## src/rtl/ifm_buf_sched_pkg.sv

```systemverilog
// Shared constants and FSM encoding for the IFM row-buffer scheduler.
// Widths here are the defaults picked up by the scheduler and its slot table.
package ifm_buf_sched_pkg;

   localparam int IFM_W_SIZE     = 12;
   localparam int IFM_W_ADDR     = 32;
   localparam int IFM_W_LEN      = 16;
   localparam int IFM_BUFFER_CNT = 4;
   localparam int IFM_BUFFER     = 2;

   typedef enum logic [2:0] {
      ST_IDLE,
      ST_LOOKUP,
      ST_ISSUE,
      ST_WAIT_DMA,
      ST_WAIT_FREE,
      ST_DONE
   } state_t;

endpackage

```

## src/rtl/ifm_slot_table.sv

```systemverilog
// Ring of IFM line-buffer slots: valid/tag per slot, parallel tag lookup,
// fill at wr_ptr and release of the oldest slot at rd_ptr.
module ifm_slot_table
   import ifm_buf_sched_pkg::*;
#(
   parameter int BUF_CNT = IFM_BUFFER_CNT,
   parameter int W_BUF   = IFM_BUFFER,
   parameter int W_SIZE  = IFM_W_SIZE
) (
   input  logic               clk,
   input  logic               rstn,
   input  logic               clear,
   input  logic               rel,
   input  logic               fill,
   input  logic [W_SIZE-1:0]  fill_tag,
   input  logic [W_SIZE-1:0]  look_row,
   output logic               hit,
   output logic [W_BUF-1:0]   hit_slot,
   output logic               wr_free,
   output logic [W_BUF-1:0]   wr_ptr,
   output logic [BUF_CNT-1:0] valid
);

   logic [BUF_CNT-1:0] valid_q;
   logic [W_SIZE-1:0]  tag_q [BUF_CNT];
   logic [W_BUF-1:0]   wr_ptr_q;
   logic [W_BUF-1:0]   rd_ptr_q;
   logic               rel_ok;

   assign rel_ok = rel && valid_q[rd_ptr_q];

   always_ff @(posedge clk or negedge rstn) begin
      if (!rstn) begin
         valid_q  <= '0;
         wr_ptr_q <= '0;
         rd_ptr_q <= '0;
         // NOTE: tags are reset too; only a few flops, and it keeps lookups deterministic after reset.
         for (int i = 0; i < BUF_CNT; i++) tag_q[i] <= '0;
      end else if (clear) begin
         valid_q  <= '0;
         wr_ptr_q <= '0;
         rd_ptr_q <= '0;
      end else begin
         // NOTE: non-blocking so release and fill on different slots in one cycle both land.
         if (rel_ok) begin
            valid_q[rd_ptr_q] <= 1'b0;
            rd_ptr_q          <= rd_ptr_q + 1'b1;
         end
         if (fill) begin
            valid_q[wr_ptr_q] <= 1'b1;
            tag_q[wr_ptr_q]   <= fill_tag;
            wr_ptr_q          <= wr_ptr_q + 1'b1;
         end
      end
   end

   always_comb begin
      // NOTE: defaults first so the search loop never infers a latch.
      hit      = 1'b0;
      hit_slot = '0;
      for (int i = BUF_CNT - 1; i >= 0; i--) begin
         if (valid_q[i] && (tag_q[i] == look_row)) begin
            hit      = 1'b1;
            hit_slot = W_BUF'(i);
         end
      end
   end

   assign wr_free = !valid_q[wr_ptr_q];
   assign wr_ptr  = wr_ptr_q;
   assign valid   = valid_q;

endmodule

```

## src/rtl/ifm_buf_sched.sv

```systemverilog
// IFM row-buffer scheduler: turns cnn_ctrl row-load requests into slot hits
// or DMA descriptors and answers each with a one-cycle buf_done pulse.
module ifm_buf_sched
   import ifm_buf_sched_pkg::*;
#(
   parameter int W_SIZE  = IFM_W_SIZE,
   parameter int W_ADDR  = IFM_W_ADDR,
   parameter int W_LEN   = IFM_W_LEN,
   parameter int BUF_CNT = IFM_BUFFER_CNT,
   parameter int W_BUF   = IFM_BUFFER
) (
   input  logic               clk,
   input  logic               rstn,
   input  logic               i_start,
   input  logic [W_ADDR-1:0]  i_cfg_base,
   input  logic [W_LEN-1:0]   i_cfg_row_bytes,
   input  logic [W_SIZE-1:0]  i_cfg_height,
   input  logic               i_req_load,
   input  logic [W_SIZE-1:0]  i_req_row,
   input  logic               i_release,
   output logic               o_buf_done,
   output logic [W_BUF-1:0]   o_buf_slot,
   output logic               o_busy,
   output logic               o_err,
   output logic               o_dma_req,
   output logic [W_ADDR-1:0]  o_dma_addr,
   output logic [W_LEN-1:0]   o_dma_len,
   output logic [W_BUF-1:0]   o_dma_slot,
   input  logic               i_dma_ack,
   input  logic               i_dma_done,
   output logic [BUF_CNT-1:0] o_resident
);

   localparam int PW = W_SIZE + W_LEN;

   state_t state_q, state_d;

   logic [W_ADDR-1:0] cfg_base_q;
   logic [W_LEN-1:0]  cfg_row_bytes_q;
   logic [W_SIZE-1:0] cfg_height_q;
   logic [W_SIZE-1:0] cur_row_q;
   logic [W_SIZE-1:0] pend_row_q;
   logic              pend_valid_q;
   logic              err_q;
   logic [PW-1:0]     prod_q;
   logic [W_BUF-1:0]  done_slot_q;

   logic              idle, start_ok, take_pend, take_req, pad, fill;
   logic              hit, wr_free;
   logic [W_BUF-1:0]  hit_slot, wr_ptr;

   assign idle      = (state_q == ST_IDLE);
   assign start_ok  = idle && i_start;
   assign take_pend = idle && !i_start && pend_valid_q;
   assign take_req  = idle && !i_start && !pend_valid_q && i_req_load;
   assign pad       = (cur_row_q >= cfg_height_q);
   assign fill      = (state_q == ST_WAIT_DMA) && i_dma_done;

   ifm_slot_table #(
      .BUF_CNT (BUF_CNT),
      .W_BUF   (W_BUF),
      .W_SIZE  (W_SIZE)
   ) u_slot_table (
      .clk      (clk),
      .rstn     (rstn),
      .clear    (start_ok),
      .rel      (i_release),
      .fill     (fill),
      .fill_tag (cur_row_q),
      .look_row (cur_row_q),
      .hit      (hit),
      .hit_slot (hit_slot),
      .wr_free  (wr_free),
      .wr_ptr   (wr_ptr),
      .valid    (o_resident)
   );

   always_ff @(posedge clk or negedge rstn) begin
      if (!rstn) begin
         state_q <= ST_IDLE;
      end else begin
         state_q <= state_d;
      end
   end

   always_comb begin
      state_d    = state_q;
      o_buf_done = 1'b0;
      o_dma_req  = 1'b0;
      o_busy     = 1'b1;
      case (state_q)
         ST_IDLE: begin
            o_busy = 1'b0;
            if (take_pend || take_req) state_d = ST_LOOKUP;
         end
         ST_LOOKUP: begin
            if (pad || hit)   state_d = ST_DONE;
            else if (wr_free) state_d = ST_ISSUE;
            else              state_d = ST_WAIT_FREE;
         end
         ST_WAIT_FREE: begin
            if (i_release || wr_free) state_d = ST_ISSUE;
         end
         ST_ISSUE: begin
            o_dma_req = 1'b1;
            if (i_dma_ack) state_d = ST_WAIT_DMA;
         end
         ST_WAIT_DMA: begin
            if (i_dma_done) state_d = ST_DONE;
         end
         ST_DONE: begin
            o_buf_done = 1'b1;
            state_d    = ST_IDLE;
         end
         default: state_d = ST_IDLE;
      endcase
   end

   // Config, pending-request latch and sticky overflow flag.
   always_ff @(posedge clk or negedge rstn) begin
      if (!rstn) begin
         cfg_base_q      <= '0;
         cfg_row_bytes_q <= '0;
         cfg_height_q    <= '0;
         cur_row_q       <= '0;
         pend_row_q      <= '0;
         pend_valid_q    <= 1'b0;
         err_q           <= 1'b0;
      end else if (start_ok) begin
         cfg_base_q      <= i_cfg_base;
         cfg_row_bytes_q <= i_cfg_row_bytes;
         cfg_height_q    <= i_cfg_height;
         pend_valid_q    <= 1'b0;
         err_q           <= 1'b0;
      end else begin
         if (take_pend) cur_row_q <= pend_row_q;
         else if (take_req) cur_row_q <= i_req_row;

         if (take_pend) begin
            pend_valid_q <= i_req_load;
            if (i_req_load) pend_row_q <= i_req_row;
         end else if (!idle && i_req_load) begin
            if (pend_valid_q) begin
               err_q <= 1'b1;
            end else begin
               pend_valid_q <= 1'b1;
               pend_row_q   <= i_req_row;
            end
         end
      end
   end

   // Product and reported slot are captured where the decision is made.
   always_ff @(posedge clk or negedge rstn) begin
      if (!rstn) begin
         prod_q      <= '0;
         done_slot_q <= '0;
      end else begin
         if (state_q == ST_LOOKUP) begin
            prod_q <= PW'(cur_row_q) * PW'(cfg_row_bytes_q);
            if (pad)      done_slot_q <= '0;
            else if (hit) done_slot_q <= hit_slot;
         end
         if (fill) done_slot_q <= wr_ptr;
      end
   end

   assign o_buf_slot = done_slot_q;
   assign o_err      = err_q;
   assign o_dma_addr = cfg_base_q + W_ADDR'(prod_q);
   assign o_dma_len  = cfg_row_bytes_q;
   assign o_dma_slot = wr_ptr;

endmodule

```

## config.mk

```make
export PLATFORM = sky130hd
export DESIGN_NAME = ifm_buf_sched
export DESIGN_NICKNAME = d
export VERILOG_FILES = /design/src/rtl/ifm_buf_sched_pkg.sv /design/src/rtl/ifm_slot_table.sv /design/src/rtl/ifm_buf_sched.sv
export SDC_FILE = /design/constraint.sdc
export NUM_CORES = 1
export LEC_CHECK = 0
export ABC_AREA = 1
export CORE_ASPECT_RATIO = 1.25
export CORE_MARGIN = 3
export CORE_UTILIZATION = 35
export DETAILED_ROUTE_END_ITERATION = 12
export SLEW_MARGIN = 25
export SYNTH_ARGS = -nofsm -noshare
export SYNTH_HDL_FRONTEND = slang
export SYNTH_HIERARCHICAL = 1
export SYNTH_SLANG_ARGS = --single-unit
export TNS_END_PERCENT = 30
```

## constraint.sdc

```tcl
create_clock -name clk -period 5.6 [get_ports clk]
set_input_delay 1.12 -clock clk [delete_from_list [all_inputs] [get_ports clk]]
set_output_delay 1.12 -clock clk [all_outputs]
set_load 0.03 [all_outputs]
```

* After elaboration in Yosys (flattened, before gate mapping)
Index checks and enable logic that the tools add are counted.
** Cells by class
- Add/sub/neg operators :: 3
- Multiply operators :: 1
- Order comparisons :: 7
- Equality and inequality tests :: 16
- Multiplexer cells :: 54
- Bitwise logic cells :: 5
- Reductions and logical operators :: 38
** Operators by type and width (number)
- 2-to-1 mux 12 bit :: 7
- bitwise mux 48 bit :: 1
- equality test 12 bit :: 4
- adder 32 x 28 -> 32 bit :: 1
- multiplier 12 x 16 -> 28 bit :: 1
- demux 12 bit (select 2 bit) :: 1
- 2-to-1 mux 2 bit :: 12
- 2-to-1 mux 1 bit :: 18
- 2-to-1 mux 3 bit :: 6
- 2-to-1 mux 4 bit :: 4
- logical AND 1 bit :: 15
- case mux 3 bit (5 select lines) :: 1
- nonzero test 2 bit :: 7
- greater-or-equal comparator 12 bit :: 1
- inequality test 2 bit, second input constant :: 5
- AND reduction 4 bit :: 2
- equality test 3 x 2 -> 1 bit, second input constant :: 2
- equality test 3 bit, second input constant :: 2
- < comparator 2 x 3 -> 1 bit, second input constant :: 2
- AND reduction 2 bit :: 3
- nonzero test 3 bit :: 2
- adder 2 x 1 -> 2 bit, second input constant :: 2
- AND 4 bit :: 1
- binary-select mux 1 bit (select 2 bit) :: 2
- 14 further kinds :: 22
** Storage, ports and cells
- Register bits :: 175
- Output and inout bits :: 60
- Logic and storage cells :: 141

* Longest topological paths before layout
- Word-level depth :: 11
- Mapped depth :: 25
- Depth with buffers taken out :: 23

* By module
The synthesis kept the hierarchy.
** By module, submodules not included
- ifm_buf_sched :: instances 1, cells an instance 1890, area each 13684.4 µm², seq. area each 2977.9 µm²
- ifm_slot_table :: instances 1, cells an instance 398, area each 3001.6 µm², seq. area each 1401.3 µm²

* Least setup slack after synthesis
No wires, ideal clock.
- Kind :: flip-flop to flip-flop
- From :: register cur_row_q[9]
- To :: register prod_q[12]
- Arrival :: 4890 ps
- Required time :: 5483 ps
- Path slack :: 592 ps
- Stages on the path, launching flop included :: 20
- Path buffers :: 2
- Cells stage by stage :: dfrtp_1 -> clkbuf_1 -> clkbuf_1 -> nand2_1 -> fa_1 -> fa_1 -> inv_1 -> fa_1 -> fa_1 -> inv_1 -> fa_1 -> inv_1 -> ha_1 -> nand2_1 -> nand2_1 -> o21bai_1 -> a21o_1 -> or2_0 -> nand3_1 -> nand2_1
** Between the ends
- Word-level cells in the longest chain between the ends :: 1
** Ends and longest elaborated chain
- start: declaration :: line ifm_buf_sched.sv:41 : logic [W_SIZE-1:0] cur_row_q;
- start signal: assignment :: line ifm_buf_sched.sv:136 : if (take_pend) cur_row_q <= pend_row_q;
- start signal: assignment :: line ifm_buf_sched.sv:137 : else if (take_req) cur_row_q <= i_req_row;
- multiplier 12 x 16 -> 28 bit :: line ifm_buf_sched.sv:160 : prod_q <= PW'(cur_row_q) * PW'(cfg_row_bytes_q);
- end signal: assignment :: line ifm_buf_sched.sv:160
- end: declaration :: line ifm_buf_sched.sv:45 : logic [PW-1:0] prod_q;
No other way between the ends.
A chain may end at the register's enable or synchronous reset.

* Worst setup path in the final report
- From :: register cfg_row_bytes_q[9], in the netlist o_dma_len[9]
- To :: register prod_q[26]
** Between the ends
- Word-level cells in the longest chain between the ends :: 1
** Ends and longest elaborated chain
- start: declaration :: line ifm_buf_sched.sv:39 : logic [W_LEN-1:0] cfg_row_bytes_q;
- start signal: assignment :: line ifm_buf_sched.sv:131 : cfg_row_bytes_q <= i_cfg_row_bytes;
- multiplier 12 x 16 -> 28 bit :: line ifm_buf_sched.sv:160
No other way between the ends.

==> out/qor.csv <==
stage,metric,value,unit
run_status,status,completed,
global_route,grt_pass1_wl,79.21,mm
drt,dr.pass1.iters,7,
min_path,hold_class,flop to flop,
cells_and_area,fin_cells,3039,
cts,clkLatencyLatePin,0.46,ns
cells_and_area,area_delta_synth_final,15.64,%
cts,cts_buffers,17,
setup_path,worstPathRequired,5.93,ns
cells_and_area,num-fill-cells,4913,
logic_synthesis,yosysTopAreaCell,dfrtp_1,
global_route,grt_antenna_before_repair,0,
die,rows,88,
logic_synthesis,avgSynthCellArea,7.293,sq um
drt,highest_layer,met4,
logic_synthesis,synth_top_area_frac,0.2624,
timing,fin_setup_tns,0,ns
die,start_util,0.3574,
cells_and_area,nNetsFinal,2730,
cts,clock_path_buffers,2,
cts,cts_tree,done,
die,dieArea,50350,sq um
timing,period_share,0.9434,
drt,vias_per_cell,4.802,
drt,dr_total_vias,14590,
die,die_w,201.3,microns
drt,wl_per_cell,15.87,microns
cells_and_area,drive_gt1_frac,0.05562,
drt,final_antenna_net_count,0,
job,cap_violations,0,
placed_design,gp_congestion,0.9219,
global_route,first_global_vias,15120,
drt,wl_met3,1.701,mm
cts,hold_buffers,0,
die,core-area,46680,sq um
logic_synthesis,ys_top_cells_by_area,"dfrtp_1 26%, nand2_1 18%, fa_1 17%, inv_1 9.4%, ha_1 8.5%",
timing,timing.fmax,189.3,MHz
timing,setup_viol,0,
drt,finalWirelength,48.22,mm
logic_synthesis,syn_inst,2288,
global_route,grt_overflow,0,
logic_synthesis,synth_area,16690,sq um
drt,wl_met2,24.14,mm
die,num_io_pins,139,
placed_design,dp_hpwl,38.42,mm
setup_path,crit_type,flop to flop,
timing,hold_violations,0,
timing,finalCriticalPeriod,5.283,ns
global_route,grt_use_total,0.1961,
logic_synthesis,syn_nets,2622,
drt,drt_iter0_markers,742,
setup_path,path_max_fanout,14,
placed_design,portBuffers,138,
min_path,hold_start,prod_q[2],
global_route,grt_max_degree,117,
drt,drc,0,
setup_path,cp-start-kind,flop,
logic_synthesis,synth.yosys.seq_area_share,0.2624,
cts,path_clk_slew,0.07,ns
cells_and_area,antenna_cells,0,
logic_synthesis,synth-main-ff-cell,dfrtp_1,
logic_synthesis,synth_edf_count,0,
timing,drv_slew,0,
placed_design,dp.cells,3007,
timing,clock_skew,0.01304,ns
setup_path,r2r_start,o_dma_len[9],
setup_path,startpoint,o_dma_len[9],
timing,rsz0062_at_grt,false,
timing,worstMarginPinSlew,0.9388,ns
logic_synthesis,synthArstFlopShare,1.000,
die,fp.dieH,250.1,microns
drt,wl_met1,21.23,mm
logic_synthesis,synth.distinct_cells,48,
cts,ctsRootBufferMaster,clkbuf_16,
logic_synthesis,ys_ff_latch,175,
setup_path,cp_data_arrival_time,5.62,ns
cts,clock_sinks,175,
setup_path,end_kind,flop,
timing,relSlewSlack,0.3732,
logic_synthesis,ys_warn_count,6,
cts,htree_levels,4,
-- sequential cells by signal, indices dropped and copies added, names as in the netlist --
| signal | flops |
|---|---|
| u_slot_table/wr_ptr | 2 |
| pend_row_q | 12 |
| o_buf_slot | 2 |
| cur_row_q | 12 |
| prod_q | 28 |
| cfg_height_q | 12 |
| u_slot_table/rd_ptr_q | 2 |
| cfg_base_q | 32 |
| pend_valid_q | 1 |
| state_q | 3 |
| o_err | 1 |
| u_slot_table/valid | 4 |
| o_dma_len | 16 |
| u_slot_table/tag_q | 48 |
-- layer usage --
metal / track usage / vias up
met1: 0.2487 / 7062
met3: 0.02561 / 65
li1: - / 7156
met4: 0.05844 / 0
met2: 0.3489 / 309
met5: 0 / -
-- area by class of cell --
| class | count | area (sq um) | share of cell area |
|---|---|---|---|
| Inverter | 432 | 1622 | 0.08404 |
| Tap cell | 630 | 788.3 | 0.04085 |
| Multi-Input combinational cell | 1608 | 10340 | 0.5361 |
| Sequential cell | 175 | 4390 | 0.2275 |
| Timing Repair Buffer | 162 | 1588 | 0.08228 |
| Clock inverter | 13 | 120.1 | 0.006225 |
| Clock buffer | 19 | 442.9 | 0.02295 |
-- stage by stage --
stage	cell area, sq um	hold WS (ns)	setup WS [ns]	utilization
finish	19300	0.4780	0.3172	0.4133
global route	19300	0.4941	0.02020	0.4133
CTS	19280	0.4841	0.2012	0.4130
detailed placement	18720	0.4664	0.2106	0.4010
global placement	18720	0.4648	0.2435	0.4010
floorplan	16690	0.4459	0.5923	-
-- cell families (layout without fill, tap and decap cells) --
| logic type | count (synthesis) | count (layout) | synth area share |
|---|---|---|---|
| AO/OA/AOI/OAI | 256 | 256 | 0.08646 |
| XOR/XNOR | 39 | 39 | 0.02047 |
| adder cells (fa/ha/maj) | 255 | 255 | 0.2546 |
| buffers and inverters | 505 | 626 | 0.1177 |
| flip-flops | 175 | 175 | 0.2624 |
| AND/OR/NAND/NOR | 1058 | 1058 | 0.2582 |
-- layout by cell type (no fill, tap or decap), types with 3 or more instances in the layout --
cell type | synthesis | final
nand2_1 | 798 | 798
nand4_1 | 22 | 22
nand3_1 | 70 | 70
fa_1 | 141 | 141
nor2_1 | 111 | 110
clkbuf_16 | 0 | 17
o21bai_1 | 5 | 5
inv_1 | 417 | 417
ha_1 | 114 | 114
xor2_1 | 20 | 20
o21ai_1 | 19 | 19
a21oi_2 | 3 | 3
a21o_1 | 4 | 4
xnor2_1 | 19 | 19
nor2_2 | 12 | 13
nand2_2 | 12 | 12
inv_2 | 13 | 13
o211ai_1 | 14 | 14
clkdlybuf4s50_1 | 0 | 137
or2_1 | 4 | 4
nor2_4 | 6 | 6
dfrtp_1 | 175 | 166
dfrtp_2 | 0 | 9
a21oi_1 | 66 | 66
buf_4 | 3 | 22
inv_8 | 0 | 3
o21ai_2 | 13 | 13
nor3_1 | 9 | 9
inv_6 | 0 | 6
o21ai_0 | 121 | 121
-- synth_stat cells (3+ instances only) --
cell / count
a21o_1: 4
a21oi_1: 66
a21oi_2: 3
buf_2: 18
buf_4: 3
buf_6: 4
clkbuf_1: 42
clkbuf_2: 4
dfrtp_1: 175
fa_1: 141
ha_1: 114
inv_1: 417
inv_2: 13
nand2_1: 798
nand2_2: 12
nand3_1: 70
nand4_1: 22
nor2_1: 111
nor2_2: 12
nor2_4: 6
nor3_1: 9
o211ai_1: 14
o21ai_0: 121
o21ai_1: 19
o21ai_2: 13
o21bai_1: 5
or2_1: 4
xnor2_1: 19
xor2_1: 20
-- what timing repair did --
| action | 4_1_cts | 5_1_grt |
|---|---|---|
| endpoints found under the setup margin | 0 | 3 |
| setup buffers | 0 | 0 |
| resized for setup | 0 | 10 |
| endpoints found under the hold margin | 0 | 0 |
-- worst max-delay path, cell delays in order, from the launching register on --
cell     delay, ns
dfrtp_1       0.77
nand2_1       0.17
fa_1          0.61
inv_1         0.07
fa_1          0.53
inv_1         0.06
fa_1          0.53
inv_1         0.05
fa_1          0.47
ha_1          0.32
ha_1          0.44
nand2_1       0.15
nor2_1        0.23
nand2_1       0.14
nor2_1        0.12
nand2_1       0.11
nand3_1       0.12
nand2_1       0.06
nand3_1       0.14
nand2_1       0.07
-- final timing paths --
kind,endpoint,slack (ns),cells after the start
min,prod_q[2],0.48,2
max in group asynchronous,o_dma_len[0],3.88,2
max,prod_q[26],0.32,19
max reg2reg,prod_q[26],0.32,19
min in group asynchronous,o_dma_len[11],0.65,1
min reg2reg,prod_q[2],0.48,2
Power is left out: the tool's default activity adds up to more than one toggle a clock period on the data nets, which glitch-free logic cannot reach.
